`config.mk`:
```
export PLATFORM = sky130hd
export DESIGN_NAME = tseq_sum_reader
export DESIGN_NICKNAME = d
export VERILOG_FILES = /design/src/rtl/tseq_pkg.sv /design/src/rtl/tseq_sum_reader.sv
export SDC_FILE = /design/constraint.sdc
export NUM_CORES = 1
export LEC_CHECK = 0
export BUFFER_PORTS_ARGS = -buffer_cell sky130_fd_sc_hd__buf_2
export CAP_MARGIN = 30
export CORE_MARGIN = 4
export CORE_UTILIZATION = 55
export CTS_CLUSTER_DIAMETER = 30
export DETAILED_ROUTE_END_ITERATION = 6
export GPL_ROUTABILITY_DRIVEN = 0
export GPL_TIMING_DRIVEN = 1
export PLACE_DENSITY = 0.79
export SLEW_MARGIN = 20
export SYNTH_ARGS = -nofsm -noshare
export SYNTH_HDL_FRONTEND = slang
export SYNTH_SLANG_ARGS = --single-unit
```
`constraint.sdc`:
```
create_clock -name clk -period 3.3 [get_ports clk]
set_input_delay 0 -clock clk [delete_from_list [all_inputs] [get_ports clk]]
set_output_delay 0 -clock clk [all_outputs]
set_load 0.1 [all_outputs]
```
`src/rtl/tseq_pkg.sv`:
```
// Shared definitions for the sequential ternary/XNOR layer and its sum reader.
package tseq_pkg;

    // Sum width shared with the sequential layer's accumulators.
    localparam int SUM_L = 8;

    typedef enum logic [1:0] {
        ST_IDLE   = 2'd0,
        ST_STREAM = 2'd1,
        ST_DONE   = 2'd2
    } tseq_state_t;

endpackage : tseq_pkg

```
`src/rtl/tseq_sum_reader.sv`:
```
// Consumer of the sequential layer's packed sums.
// It snapshots the sums when the layer reports completion and then walks them
// one neuron per cycle. Each sum is binarized against its threshold and the
// bit is streamed out with valid/ready. The block also builds a packed bit
// vector and the argmax index of the sums.
//
// state  | meaning
// -------+-----------------------------------------------------------
// IDLE   | waiting for sums_valid; outputs from the last run are held
// STREAM | presenting neuron r_idx; advancing on each accepted transfer
// DONE   | one-cycle done pulse after the last transfer, then IDLE
module tseq_sum_reader
    import tseq_pkg::*;
#(
    parameter  int               M    = 4,
    parameter  int               SumL = SUM_L,
    parameter  logic [M*SumL-1:0] THR = '0,
    localparam int               IdxW = (M > 1) ? $clog2(M) : 1
) (
    input  logic                 clk,
    input  logic                 rst_n,
    input  logic [M*SumL-1:0]    sums,
    input  logic                 sums_valid,
    output logic                 out_bit,
    output logic                 out_valid,
    input  logic                 out_ready,
    output logic                 out_last,
    output logic [M-1:0]         out_bits,
    output logic [IdxW-1:0]      argmax,
    output logic                 done,
    output logic                 busy,
    output logic                 overrun
);

    tseq_state_t        r_state;
    tseq_state_t        w_state_nxt;
    logic [M*SumL-1:0]  r_snap;
    logic [IdxW-1:0]    r_idx;
    logic [SumL-1:0]    r_max;
    logic [M-1:0]       r_out_bits;
    logic [IdxW-1:0]    r_argmax;
    logic               r_overrun;

    logic [SumL-1:0]    w_cur_sum;
    logic [SumL-1:0]    w_cur_thr;
    logic               w_bit;
    logic               w_last;
    logic               w_stream;
    logic               w_xfer;
    logic               w_capture;

    assign w_cur_sum = r_snap[int'(r_idx) * SumL +: SumL];
    assign w_cur_thr = THR[int'(r_idx) * SumL +: SumL];
    assign w_bit     = (w_cur_sum >= w_cur_thr);
    assign w_last    = (int'(r_idx) == (M - 1));
    assign w_stream  = (r_state == ST_STREAM);
    assign w_xfer    = w_stream && out_ready;
    assign w_capture = (r_state == ST_IDLE) && sums_valid;

    // Bit and last flag are only meaningful while streaming; hold them low otherwise.
    assign out_bit  = w_stream & w_bit;
    assign out_last = w_stream & w_last;
    assign out_bits = r_out_bits;
    assign argmax   = r_argmax;
    assign overrun  = r_overrun;

    // State register.
    always_ff @(posedge clk or negedge rst_n) begin
        if (!rst_n) begin
            r_state <= ST_IDLE;
        end else begin
            r_state <= w_state_nxt;
        end
    end

    // Next-state and state-decoded outputs.
    always_comb begin
        w_state_nxt = r_state;
        out_valid   = 1'b0;
        done        = 1'b0;
        busy        = 1'b0;
        case (r_state)
            ST_IDLE: begin
                if (sums_valid) begin
                    w_state_nxt = ST_STREAM;
                end
            end
            ST_STREAM: begin
                out_valid = 1'b1;
                busy      = 1'b1;
                if (out_ready && w_last) begin
                    w_state_nxt = ST_DONE;
                end
            end
            ST_DONE: begin
                done        = 1'b1;
                busy        = 1'b1;
                w_state_nxt = ST_IDLE;
            end
            default: begin
                w_state_nxt = ST_IDLE;
            end
        endcase
    end

    // Snapshot capture, per-transfer result update and neuron index advance.
    always_ff @(posedge clk or negedge rst_n) begin
        if (!rst_n) begin
            r_snap     <= '0;
            r_idx      <= '0;
            r_max      <= '0;
            r_out_bits <= '0;
            r_argmax   <= '0;
        end else if (w_capture) begin
            r_snap     <= sums;
            r_idx      <= '0;
            r_max      <= '0;
            r_out_bits <= '0;
            r_argmax   <= '0;
        end else if (w_xfer) begin
            r_out_bits[r_idx] <= w_bit;
            // Strict compare so a tie keeps the lower index.
            if ((r_idx == '0) || (w_cur_sum > r_max)) begin
                r_max    <= w_cur_sum;
                r_argmax <= r_idx;
            end
            if (!w_last) begin
                r_idx <= r_idx + IdxW'(1);
            end
        end
    end

    // Sticky flag for a completion pulse that arrived while a run was in flight.
    always_ff @(posedge clk or negedge rst_n) begin
        if (!rst_n) begin
            r_overrun <= 1'b0;
        end else if (sums_valid && (r_state != ST_IDLE)) begin
            r_overrun <= 1'b1;
        end
    end

endmodule : tseq_sum_reader
```
* After elaboration in Yosys (flattened, before gate mapping)
Index checks and enable logic that the tools add are counted. Widths: inputs -> output; s select.
Operators by class: add/subtract/negate cells 1, $lt $le $gt $ge 4, equal/unequal tests 6, shifts and indexed selects 2, muxes and demuxes 20, bitwise gates (word level) 2, reduce and logical (&&, ||, !) cells 15
Operator list (number):
- $shiftx 32x6->8 | 1
- $shiftx 32x6->8 const A | 1
- $mux 8 | 3
- $mux 2 | 8
- $ge 8x8->1 | 1
- $gt 8x8->1 | 1
- $mux 4 | 2
- $reduce_and 2->1 | 3
- $reduce_bool 2->1 | 3
- $logic_and 1x1->1 | 5
- $bwmux 4 | 1
- $eq 2x1->1 const B | 2
- $logic_not 2->1 | 2
- $mux 1 | 4
- $ne 2x1->1 const B | 2
- $pmux 2 s2 | 1
- $lt 2x3->1 const B | 1
- $add 2x1->2 const B | 1
- $and 1x1->1 | 2
- $demux 1 s2 | 1
- $eq 2x2->1 const B | 1
- $ge 2x1->1 const B | 1
- $ne 2x2->1 const B | 1
- $reduce_or 2->1 | 1
- $logic_or 1x1->1 | 1
Storage, ports and cells: register bits 51, bits of input ports 36, word-level logic and storage cells 57

* Depth between registers and ports, before layout
word-level depth 7, mapped depth 10, depth with buffers taken out 8

* Least setup slack after synthesis
OpenSTA, ideal clock, no wires.
kind register to register, start register r_idx[0], end register r_argmax[1], in the netlist argmax[1], library setup time 0.079 ns, data arrival time 2.570 ns, slack 0.651 ns, cell stages (with the launch flop) 10, path through dfrtp_1 > buf_2 > mux4_2 > ha_1 > nor2b_1 > o211ai_1 > a211o_1 > a211oi_2 > buf_6 > mux2i_1
Between the ends: word-level cells in the longest chain between the ends 5
RTL lines:
- start: declaration | line tseq_sum_reader.sv:38 | logic [IdxW-1:0] r_idx;
- start signal: assignment | line tseq_sum_reader.sv:128 | r_idx <= r_idx + IdxW'(1);
- $shiftx 32x6->8 | line tseq_sum_reader.sv:52 | assign w_cur_sum = r_snap[int'(r_idx) * SumL +: SumL];
- $gt 8x8->1 | line tseq_sum_reader.sv:123 | if ((r_idx == '0) || (w_cur_sum > r_max)) begin
- $logic_or 1x1->1 * | line tseq_sum_reader.sv:123
- $reduce_bool 2->1 (no line) *
- $reduce_and 2->1 (no line) *
- end signal: assignment | line tseq_sum_reader.sv:125 | r_argmax <= r_idx;
- end: declaration | line tseq_sum_reader.sv:41 | logic [IdxW-1:0] r_argmax;
Every way passes the cells marked *; elsewhere a longest branch is shown, timed or not. A chain may end at the register's enable or synchronous reset.

* Worst setup path in the final report
start register r_idx[0], end register r_max[0]
Between the ends: word-level cells in the longest chain between the ends 5
RTL lines:
- $shiftx 32x6->8 | line tseq_sum_reader.sv:52
- $gt 8x8->1 | line tseq_sum_reader.sv:123
- $logic_or 1x1->1 | line tseq_sum_reader.sv:123
- $reduce_bool 2->1 (no line)
- $reduce_and 2->1 (no line)
- end signal: assignment | line tseq_sum_reader.sv:124 | r_max <= w_cur_sum;
- end: declaration | line tseq_sum_reader.sv:39 | logic [SumL-1:0] r_max;
Parallel ways exist; a longest one is shown, timed or not. The select of a mux whose other input is x is not followed.

==> summary.md <==
| Metric | Value |
|---|---|
| Combinational cell fraction of total power | `0.527` |
| Clock Power Share | `0.114` |
| Antenna violations before repair | `0` |
| Starting density of the core | `0.571` |
| CP peak stage delay | `about 570 ps` |
| Filler cell count | `a little over 300` |
| Area delta synth->final | `28.5%` |
| Hold Vio Cnt, Final | `0` |
| Peak Freq | `between 300 and 400 MHz` |
| First-pass GRT wire length | `9.32 mm` |
| Yosys warnings | `0` |
| Placed Cells | `around 360` |
| Hold Buf Count CTS | `34` |
| Core ar. | `around 0.0044 mm2` |
| Endpoints failing setup | `0` |
| CTS Buf Count | `5` |
| Via/cell ratio | `between 5 and 6` |
| Net Count, Synth | `316` |
| # Post-CTS Setup Buffers | `0` |
| H-Tree Depth | `2` |
| Setup CP Type | `reg2reg` |
| Worst slew pin tran | `between 500 and 600 ps` |
| Syn_area_per_cell | `between 9 and 10 um2` |
| Non-Filler Cell Area, Final | `0.00322 mm2` |
| DR pass1 iterations | `6` |
| Total leakage power | `roughly 0.0017 uW` |
| Worst hold path class | `in2reg` |
| IR Drop Worst-Case VDD | `511 uV` |
| Critical path's slowest cell | `dfrtp_1` |
| M2 GR Usage | `0.353` |
| Largest net degree at the start of global routing | `53` |
| Worst Setup Start Kind | `register` |
| Worst-skew pair later-pin latency | `roughly 310 ps` |
| #FFs+latches synth | `51` |
| Global route hottest layer | `met2` |
| Sequential share of power | `0.359` |
| Critical-path cell list | `buf_4 > mux4_2 > ha_1 > nand3_1 > a211o_1 > a211oi_2 > buf_4 > mux2i_1` |
| Placement Cell Area | `about 0.0028 mm2` |
| RSZ-0062 raised after global routing | `no` |
| Fin cells | `slightly below 400` |
| Die W | `between 70 and 80 um` |
| Tcrit/Tclk final | `0.855` |
| CTS tree | `yes` |
| Mapped Area | `0.00250 mm2` |
| Diode count | `0` |
| IO Count | `48` |
| CTS sink cnt | `slightly above 50` |
| GRT met3 Usage | `0.0501` |
| Setup TNS | `0 ps` |
| Post-DP HPWL | `3.56 mm` |
| Via count | `2062` |
| CTS resizes | `0` |
| Final WL | `5.59 mm` |
| Sequential fraction of the synthesis area | `0.510` |
| Buf+Inv Stages, Crit Path | `2` |
| Total GRT Usage | `0.219` |
| Most frequent cells in the layout | `121 x nand2_1, 51 x dfrtp_1, 47 x buf_2` |
| Design internal power | `~1600 uW` |
| Pins over their slew limit | `0` |
| Net Switching | `~1400 uW` |
| Multi-input logic area | `around 0.0011 mm2` |
| Tmin final | `around 2800 ps` |
| Pwr dens | `around 950 mW/mm2` |
| Post-DRT Antenna Nets | `0` |
| Worst path arrival time | `just over 3000 ps` |
| Worst Path Required | `3530 ps` |
| Root Buffer | `clkbuf_8` |
| CP delay by family, top | `multiplexers` |
| Critical Path Sink Type | `register` |
| Rel. slew slack | `0.602` |
| Vias in the first global route | `between 1.5k and 2k` |
| Mapped Cells | `around 270` |
| Clock-pin slew on the worst setup and hold paths | `90 ps` |
| Port Buffers | `47` |
| Register area | `0.00128 mm2` |
| Number of remaining DRC errors | `0` |
| Cell mode on critical path | `buf_4` |
| Die height | `between 70 and 80 um` |
| Layout cell share with drive strength beyond 1 | `0.197` |
| Max Cap Viol | `0` |
| CP max FO | `10` |
| Commonest non-fill, non-tap cell in the layout | `nand2_1` |
| Netlist cell types | `25` |
| Fin nets | `~400` |
| Met1 Track Usage GR | `0.297` |
| Drt wl/cell | `14.1 um` |
| Hold WS | `about 26 ps` |
| Longest Clk Path Bufs | `2` |
| Clock skew | `a little under 4 ps` |
| Die footprint | `roughly 0.0057 mm2` |
| Detailed router's first-iteration violation count | `190` |
| Total gr overflow | `0` |
| Switching Share | `0.465` |
| Outcome | `completed` |
| FP Rows | `24` |
[area by class of cell]
type | instances | share of cell area
Sequential cell | 51 | 0.397
Multi-Input combinational cell | 186 | 0.346
Timing Repair Buffer | 86 | 0.194
Clock buffer | 6 | 0.0226
Tap cell | 52 | 0.0202
Inverter | 14 | 0.0163
Clock inverter | 2 | 0.00389
[cell families after synthesis]
group	after synthesis	synth area share
flops	51	0.510
xor+xnor	1	0.00350
fa+ha+maj	15	0.0750
buf+inv	28	0.0455
mux	18	0.112
simple gates	135	0.208
compound gates	17	0.0465
[registers in the layout, indices dropped and copies added (netlist names)]
register	count
r_snap	32
r_max	8
out_bits	4
argmax	2
r_idx	2
r_state	2
overrun	1
[Yosys cell counts, drive strengths merged]
cell type | instances | area [um2]
nand2 | 121 | 454
dfrtp | 51 | 1280
ha | 15 | 188
inv | 14 | 52.6
clkbuf | 12 | 45.0
mux2i | 10 | 100
mux4 | 8 | 180
nor2 | 8 | 30.0
a31oi | 4 | 25.0
a211oi | 3 | 27.5
a21oi | 3 | 15.0
a21o | 2 | 15.0
and2 | 2 | 12.5
buf | 2 | 16.3
o21ai | 2 | 10.0
a211o | 1 | 8.76
nand3 | 1 | 5.00
nand4 | 1 | 6.26
nor2b | 1 | 6.26
nor4 | 1 | 6.26
o211ai | 1 | 7.51
o21a | 1 | 7.51
xnor2 | 1 | 8.76
[tightest hold or removal path, cell delays in order]
cell and delay (ps):
buf_2 140, a31oi_1 90, nor2_1 70
[power groups by stage]
| stage | Clock, uW | Combinational (uW) | Sequential [uW] |
|---|---|---|---|
| final | 348 | 1610 | 1100 |
| after global routing | 383 | 1780 | 1130 |
| after CTS | 356 | 1610 | 1090 |
| after detailed placement | 0 | 1570 | 1100 |
| after global placement | 0 | 1510 | 1100 |
| after floorplan | 0 | 1140 | 1200 |
[stage by stage]
stage	power [uW]	util	setup WS, ps
floorplan	2350	-	651
global placement	2610	0.632	614
detailed placement	2670	0.637	512
CTS	3060	0.734	475
global route	3300	0.734	249
finish	3060	0.734	477
[per-layer routing]
metal,wire length (um),vias to the layer above
met1,2540,1003
li1,-,1006
met5,0,-
met3,213,9
met2,2760,44
met4,83,0
[worst paths after layout]
path / slack [ps] / to / cells after the start / startpoint
worst max-delay path: 480 / r_max[0]$_DFFE_PN0P_ / 8 / r_idx[0]$_DFFE_PN0P_
worst min-delay path: 30 / out_bits[3]$_DFFE_PN0P_ / 3 / out_ready
worst max register to register: 480 / r_max[0]$_DFFE_PN0P_ / 8 / r_idx[0]$_DFFE_PN0P_
worst min register to register: 460 / overrun$_DFFE_PN0P_ / 1 / overrun$_DFFE_PN0P_
max in group asynchronous: 2530 / r_snap[27]$_DFFE_PN0P_ / 3 / rst_n
min in group asynchronous: 220 / argmax[1]$_DFFE_PN0P_ / 2 / rst_n
(Power assumes the default switching activity.)
